<file path="config.mk">
export PLATFORM = sky130hd
export DESIGN_NAME = icache_direct
export DESIGN_NICKNAME = d
export VERILOG_FILES = /design/src/rtl/icache_pkg.sv /design/src/rtl/icache_line_store.sv /design/src/rtl/icache_direct.sv
export SDC_FILE = /design/constraint.sdc
export NUM_CORES = 1
export LEC_CHECK = 0
export CORE_MARGIN = 4
export CORE_UTILIZATION = 49
export CTS_BUF_LIST = sky130_fd_sc_hd__clkbuf_16
export DETAILED_ROUTE_END_ITERATION = 7
export HOLD_SLACK_MARGIN = 0.05
export PLACE_DENSITY = 0.66
export SLEW_MARGIN = 0
export SYNTH_ARGS = -nofsm -noshare
export SYNTH_HDL_FRONTEND = slang
export SYNTH_SLANG_ARGS = --single-unit
</file>
<file path="constraint.sdc">
create_clock -name clk -period 17.3 [get_ports clk]
set_clock_uncertainty 0.1 [all_clocks]
set_input_delay 3.46 -clock clk [delete_from_list [all_inputs] [get_ports clk]]
set_output_delay 3.46 -clock clk [all_outputs]
set_load 0.02 [all_outputs]
</file>
<file path="src/rtl/icache_pkg.sv">
// Shared widths, FSM state type and geometry helpers for the direct-mapped
// instruction cache.
package icache_pkg;
   localparam int unsigned LINE_W   = 128;
   localparam int unsigned WORD_W   = 32;
   localparam int unsigned OFFSET_W = 2;
   localparam int unsigned ADDR_W   = 30;
   localparam int unsigned LADDR_W  = ADDR_W - OFFSET_W;

   typedef enum logic {IDLE, FETCH} state_t;

   function automatic int unsigned idx_width(input int unsigned num_lines);
      return $clog2(num_lines);
   endfunction

   function automatic int unsigned tag_width(input int unsigned num_lines);
      return LADDR_W - $clog2(num_lines);
   endfunction
endpackage

</file>
<file path="src/rtl/icache_line_store.sv">
// Valid/tag/data storage: one write port for refills, one asynchronous read port.
module icache_line_store
   import icache_pkg::*;
#(
   parameter int unsigned NUM_LINES = 8,
   parameter int unsigned IDX_W     = 3,
   parameter int unsigned TAG_W     = 25
) (
   input  logic              clk,
   input  logic              rst_n,
   input  logic [IDX_W-1:0]  wr_idx,
   input  logic [TAG_W-1:0]  wr_tag,
   input  logic [LINE_W-1:0] wr_line,
   input  logic              wen,
   input  logic [IDX_W-1:0]  rd_idx,
   output logic              rd_valid,
   output logic [TAG_W-1:0]  rd_tag,
   output logic [LINE_W-1:0] rd_line
);
   logic [NUM_LINES-1:0] valid;
   logic [TAG_W-1:0]     tag_mem  [NUM_LINES];
   logic [LINE_W-1:0]    data_mem [NUM_LINES];

   always_ff @(posedge clk or negedge rst_n) begin
      if (!rst_n) begin
         valid <= '0;
      end else if (wen) begin
         valid[wr_idx] <= 1'b1;
      end
   end

   // Tag and data contents are only meaningful behind a set valid bit.
   always_ff @(posedge clk) begin
      if (wen) begin
         tag_mem[wr_idx]  <= wr_tag;
         data_mem[wr_idx] <= wr_line;
      end
   end

   assign rd_valid = valid[rd_idx];
   assign rd_tag   = tag_mem[rd_idx];
   assign rd_line  = data_mem[rd_idx];
endmodule

</file>
<file path="src/rtl/icache_direct.sv">
// Read-only direct-mapped instruction cache: combinational hit path, stalls the
// fetch port while a 4-word line is refilled from the 128-bit memory.
module icache_direct
   import icache_pkg::*;
#(
   parameter int unsigned NUM_LINES = 8
) (
   input  logic                clk,
   input  logic                rst_n,
   input  logic                proc_read,
   input  logic                proc_write,
   input  logic [ADDR_W-1:0]   proc_addr,
   input  logic [WORD_W-1:0]   proc_wdata,
   output logic [WORD_W-1:0]   proc_rdata,
   output logic                proc_stall,
   output logic                mem_read,
   output logic                mem_write,
   output logic [LADDR_W-1:0]  mem_addr,
   output logic [LINE_W-1:0]   mem_wdata,
   input  logic [LINE_W-1:0]   mem_rdata,
   input  logic                mem_ready
);
   localparam int unsigned IDX_W = idx_width(NUM_LINES);
   localparam int unsigned TAG_W = tag_width(NUM_LINES);

   state_t              state, state_next;
   logic [IDX_W-1:0]    rd_idx;
   logic [TAG_W-1:0]    rd_tag;
   logic                line_valid;
   logic [TAG_W-1:0]    line_tag;
   logic [LINE_W-1:0]   line_data;
   logic                hit, fill, load_miss;
   logic                unused_ok;

   assign rd_idx = proc_addr[IDX_W+1:2];
   assign rd_tag = proc_addr[ADDR_W-1:IDX_W+2];

   icache_line_store #(
      .NUM_LINES (NUM_LINES),
      .IDX_W     (IDX_W),
      .TAG_W     (TAG_W)
   ) u_store (
      .clk      (clk),
      .rst_n    (rst_n),
      .wr_idx   (mem_addr[IDX_W-1:0]),
      .wr_tag   (mem_addr[LADDR_W-1:IDX_W]),
      .wr_line  (mem_rdata),
      .wen      (fill),
      .rd_idx   (rd_idx),
      .rd_valid (line_valid),
      .rd_tag   (line_tag),
      .rd_line  (line_data)
   );

   assign hit = proc_read & line_valid & (line_tag == rd_tag);

   // A miss seen while reset is held must not stall the pipeline.
   always_comb begin
      state_next = state;
      proc_stall = 1'b0;
      load_miss  = 1'b0;
      fill       = 1'b0;
      case (state)
         IDLE: begin
            if (proc_read && !hit) begin
               proc_stall = rst_n;
               load_miss  = 1'b1;
               state_next = FETCH;
            end
         end
         FETCH: begin
            proc_stall = 1'b1;
            if (mem_ready) begin
               fill       = 1'b1;
               state_next = IDLE;
            end
         end
         default: state_next = IDLE;
      endcase
   end

   always_comb begin
      proc_rdata = '0;
      if (hit) begin
         proc_rdata = line_data[{proc_addr[1:0], 5'b0} +: WORD_W];
      end
   end

   always_ff @(posedge clk or negedge rst_n) begin
      if (!rst_n) begin
         state    <= IDLE;
         mem_read <= 1'b0;
         mem_addr <= '0;
      end else begin
         state <= state_next;
         if (load_miss) begin
            mem_read <= 1'b1;
            mem_addr <= proc_addr[ADDR_W-1:OFFSET_W];
         end else if (fill) begin
            mem_read <= 1'b0;
         end
      end
   end

   assign mem_write = 1'b0;
   assign mem_wdata = '0;
   assign unused_ok = ^{proc_write, proc_wdata};
endmodule

</file>
==> results.txt <==
----------------------------------------------------
[Timing]
  Setup repair after global routing missed its margin ... false
  Final critical-path share of the clock period ... 72.0%
  Slew @ Worst Pin ... 1.14 ns
  Maximum frequency from static timing analysis ... between 80 and 90 MHz
  Smallest setup slack after layout ... about 4.8 ns
  Setup TNS after final layout ... 0 ns
  Final max-slew violation count ... 0
  Count of endpoints failing setup in the final report ... 0
  Worst slew margin ... a little under a quarter
  Min Tclk post-route ... 12.46 ns
  Worst Hold Slack ... approximately 0.37 ns
  Count of final hold-check violations ... 0

[Floorplanning]
  Effective utilization at floorplan ... 49.3%
  Vertical die dimension ... about 330 um
  Overall die area ... 106000 um^2
  X dimension of the die ... 325 um
  Core region area ... between 100000 and 150000 um^2
  Number of cell rows ... between 100 and 150
  IO Count ... approximately 390

[Detailed routing]
  Number of vias after detailed routing ... 22035
  Count of routing violations after the opening detailed-route iteration ... 1844
  Vias per std cell ... 5.76
  Average wire length per cell after detail routing ... 27.3 um
  Count of nets left with antenna violations after detail routing ... 0
  Number of DRC violations after detailed routing ... 0
  Pre-antenna DRT Iters ... 5
  Final routed wirelength across all metal layers ... ~100 mm

[Logic synthesis]
  Biggest area consumer among synthesized cells ... edfxtp_1
  Cells after Synth ... around 2100
  Unique masters post-synth ... 50
  Part of the Yosys area used for sequential elements ... 76.5%
  Synth Area per Inst ... 23.2 um^2
  Summed instance area of the synthesized netlist ... between 40000 and 50000 um^2
  Flops & latches, synth ... about 1300
  Ranking of synthesized cells by instance count ... 1224 x edfxtp_1, 348 x mux4_2, 130 x buf_4
  Number of synthesized flops with an enable pin ... ~1200
  Most common flop cell mapped by yosys ... edfxtp_1
  Main area contributors after synthesis ... edfxtp_1 75%, mux4_2 16%, buf_4 2.0%
  Share of the synthesized area in the top cell type ... between 70% and 80%
  Most frequently used cell type in the post-synthesis netlist ... edfxtp_1
  Async set-or-reset flop fraction in the synthesized netlist ... around 3.0%
  Count of warnings emitted by yosys ... 0

[Global routing]
  Pin count of the biggest net entering global routing ... 107
  Grt ovf ... 0
  Initial antenna violation count ... 18
  Combined global-route utilization of all metal layers ... between 10% and 20%
  First-pass GRT wire length ... around 160 mm
  Vias in the first global route ... 23322

[Clock network]
  Total number of H-tree levels ... 4
  TritonCTS clock tree ... built
  Clock Latency Late Sink ... between 0.7 and 0.8 ns
  Number of buffers added by the clock tree synthesis step ... 131
  Number of buffers on the longest clock path ... 3
  Clock-pin slew reported for the worst setup and hold paths after clock tree synthesis ... 0.06 ns
  Post-cts repair resize count ... 0
  Number of buffers inserted to repair setup after CTS ... 0
  Total of hold buffers inserted after clock tree synthesis ... 0
  Clock root buffer ... clkbuf_16
  # clock sinks ... between 1000 and 1500

[Cells and area]
  Utilization after layout ... around 57%
  # nets final ... between 2000 and 3000
  Fraction of final layout cells with drive strength greater than 1 ... roughly a quarter
  Post-route cell area ... approximately 57000 um^2
  Signed area change from the synthesized netlist to the final layout ... 15.2%

[Worst setup path]
  Setup crit start kind ... input port
  Max FO, Critical Path ... 82
  Setup Crit Path Kind ... in -> out
  WP data required ... about 14 ns
  Worst endpoint data arrival time ... about 8.9 ns
  Worst Setup End Kind ... output port

[Outcome]
  Status ... finished, final reports clean

[Place]
  Count of port buffers added during placement ... about 220
  Instance area after placement ... 52600 um^2
  Half-perimeter wire length after placement ... 57.2 mm
  Worst slack at placement ... about 4.7 ns
  Placer's final routability congestion estimate ... 0.733

[Hold path]
  HP Class ... reg -> reg

[Power and ir drop]
  LEAKAGE ... 18.3 nW
  PwrDens ... between 100 and 150 nW/um^2
  VDD IR-drop max ... around 94 uV

[Run]
  # Max-Cap Violations ... 0

----------------------------------------------------
-- report_power, final --
part           total (mW)  internal, mW  switching (mW)
sequential           3.58          3.52          0.0629
clock                2.72          1.59            1.13
combinational       0.511         0.216           0.294
-- critical path, cell delays in order --
cell and delay, ns:
buf_8 0.61, buf_4 0.87, mux4_1 0.67, mux2i_1 0.19
xnor2_1 0.13, or4_4 0.54, nor4_4 0.33, nand4_4 0.76
nor2_1 0.41, clkdlybuf4s50_1 0.66
-- kinds of logic (layout without fill, tap and decap cells) --
family	Yosys count	in the layout	share of synthesized area [%]
buffers and inverters	230	498	2.95
AND/OR/NAND/NOR	119	119	1.32
multiplexers	461	461	18.5
flip-flops	1262	1262	76.5
AO/OA/AOI/OAI	38	38	0.510
XOR/XNOR	15	15	0.266
other	1	134	0.00761
-- routing by layer --
metal / GRT usage [%] / part of all wire (%)
met2: 33.0 / 51
met1: 27.1 / 41
met3: 4.55 / 6.6
met4: 5.16 / 1.9
met5: 0 / 0.13
-- placed cells by master (no fill, tap or decap), drive strengths merged, types with 3 or more instances in the layout --
| cell | n |
|---|---|
| xnor2 | 5 |
| dfrtp | 38 |
| o22ai | 16 |
| conb | 129 |
| nor2 | 40 |
| edfxtp | 1224 |
| xor2 | 10 |
| buf | 45 |
| inv | 36 |
| diode | 5 |
| clkbuf | 137 |
| nand2 | 18 |
| or2 | 10 |
| or3 | 7 |
| nor2b | 5 |
| mux2i | 50 |
| nand2b | 9 |
| nand3 | 8 |
| bufinv | 10 |
| mux2 | 59 |
| clkinv | 45 |
| mux4 | 352 |
| nor4 | 5 |
| o21ai | 7 |
| nand4 | 5 |
| nor4b | 3 |
| clkdlybuf4s50 | 217 |
| clkinvlp | 8 |
-- through the flow --
stage,power (mW),instances
after detailed placement,4.16,3585
after CTS,6.89,3820
after global placement,4.14,3585
after global routing,7.07,3821
final,6.81,3825
after floorplan,3.98,2254
-- sequential cells by signal (all words and copies together), names as in the netlist --
signal            flops
mem_addr             28
state                 1
u_store.data_mem   1024
u_store.valid         8
u_store.tag_mem     200
mem_read              1
-- final timing paths --
| check | startpoint | end | slack [ns] | cells past startpoint |
|---|---|---|---|---|
| min | u_store.valid[0] | u_store.valid[0] | 0.37 | 1 |
| max | proc_addr[2] | proc_rdata[10] | 4.84 | 10 |
| min in group asynchronous | rst_n | mem_addr[23] | 2.90 | 2 |
| max in group asynchronous | rst_n | mem_addr[15] | 13.78 | 2 |
| max reg2reg | state | u_store.data_mem[2][7] | 13.32 | 4 |
| min reg2reg | u_store.valid[0] | u_store.valid[0] | 0.37 | 1 |
-- cell type report --
cell class              instances  area, um^2
fillers                      7231       43200
flip-flops and latches       1262       37700
multi-input cells             762       10700
clock buffers                 137        3430
repair buffers                262        2540
well taps                    1298        1620
clock inverters                98         774
diodes                          5        12.5
inverters                       1        3.75
No activity file was read; power rests on OpenSTA's default activity.
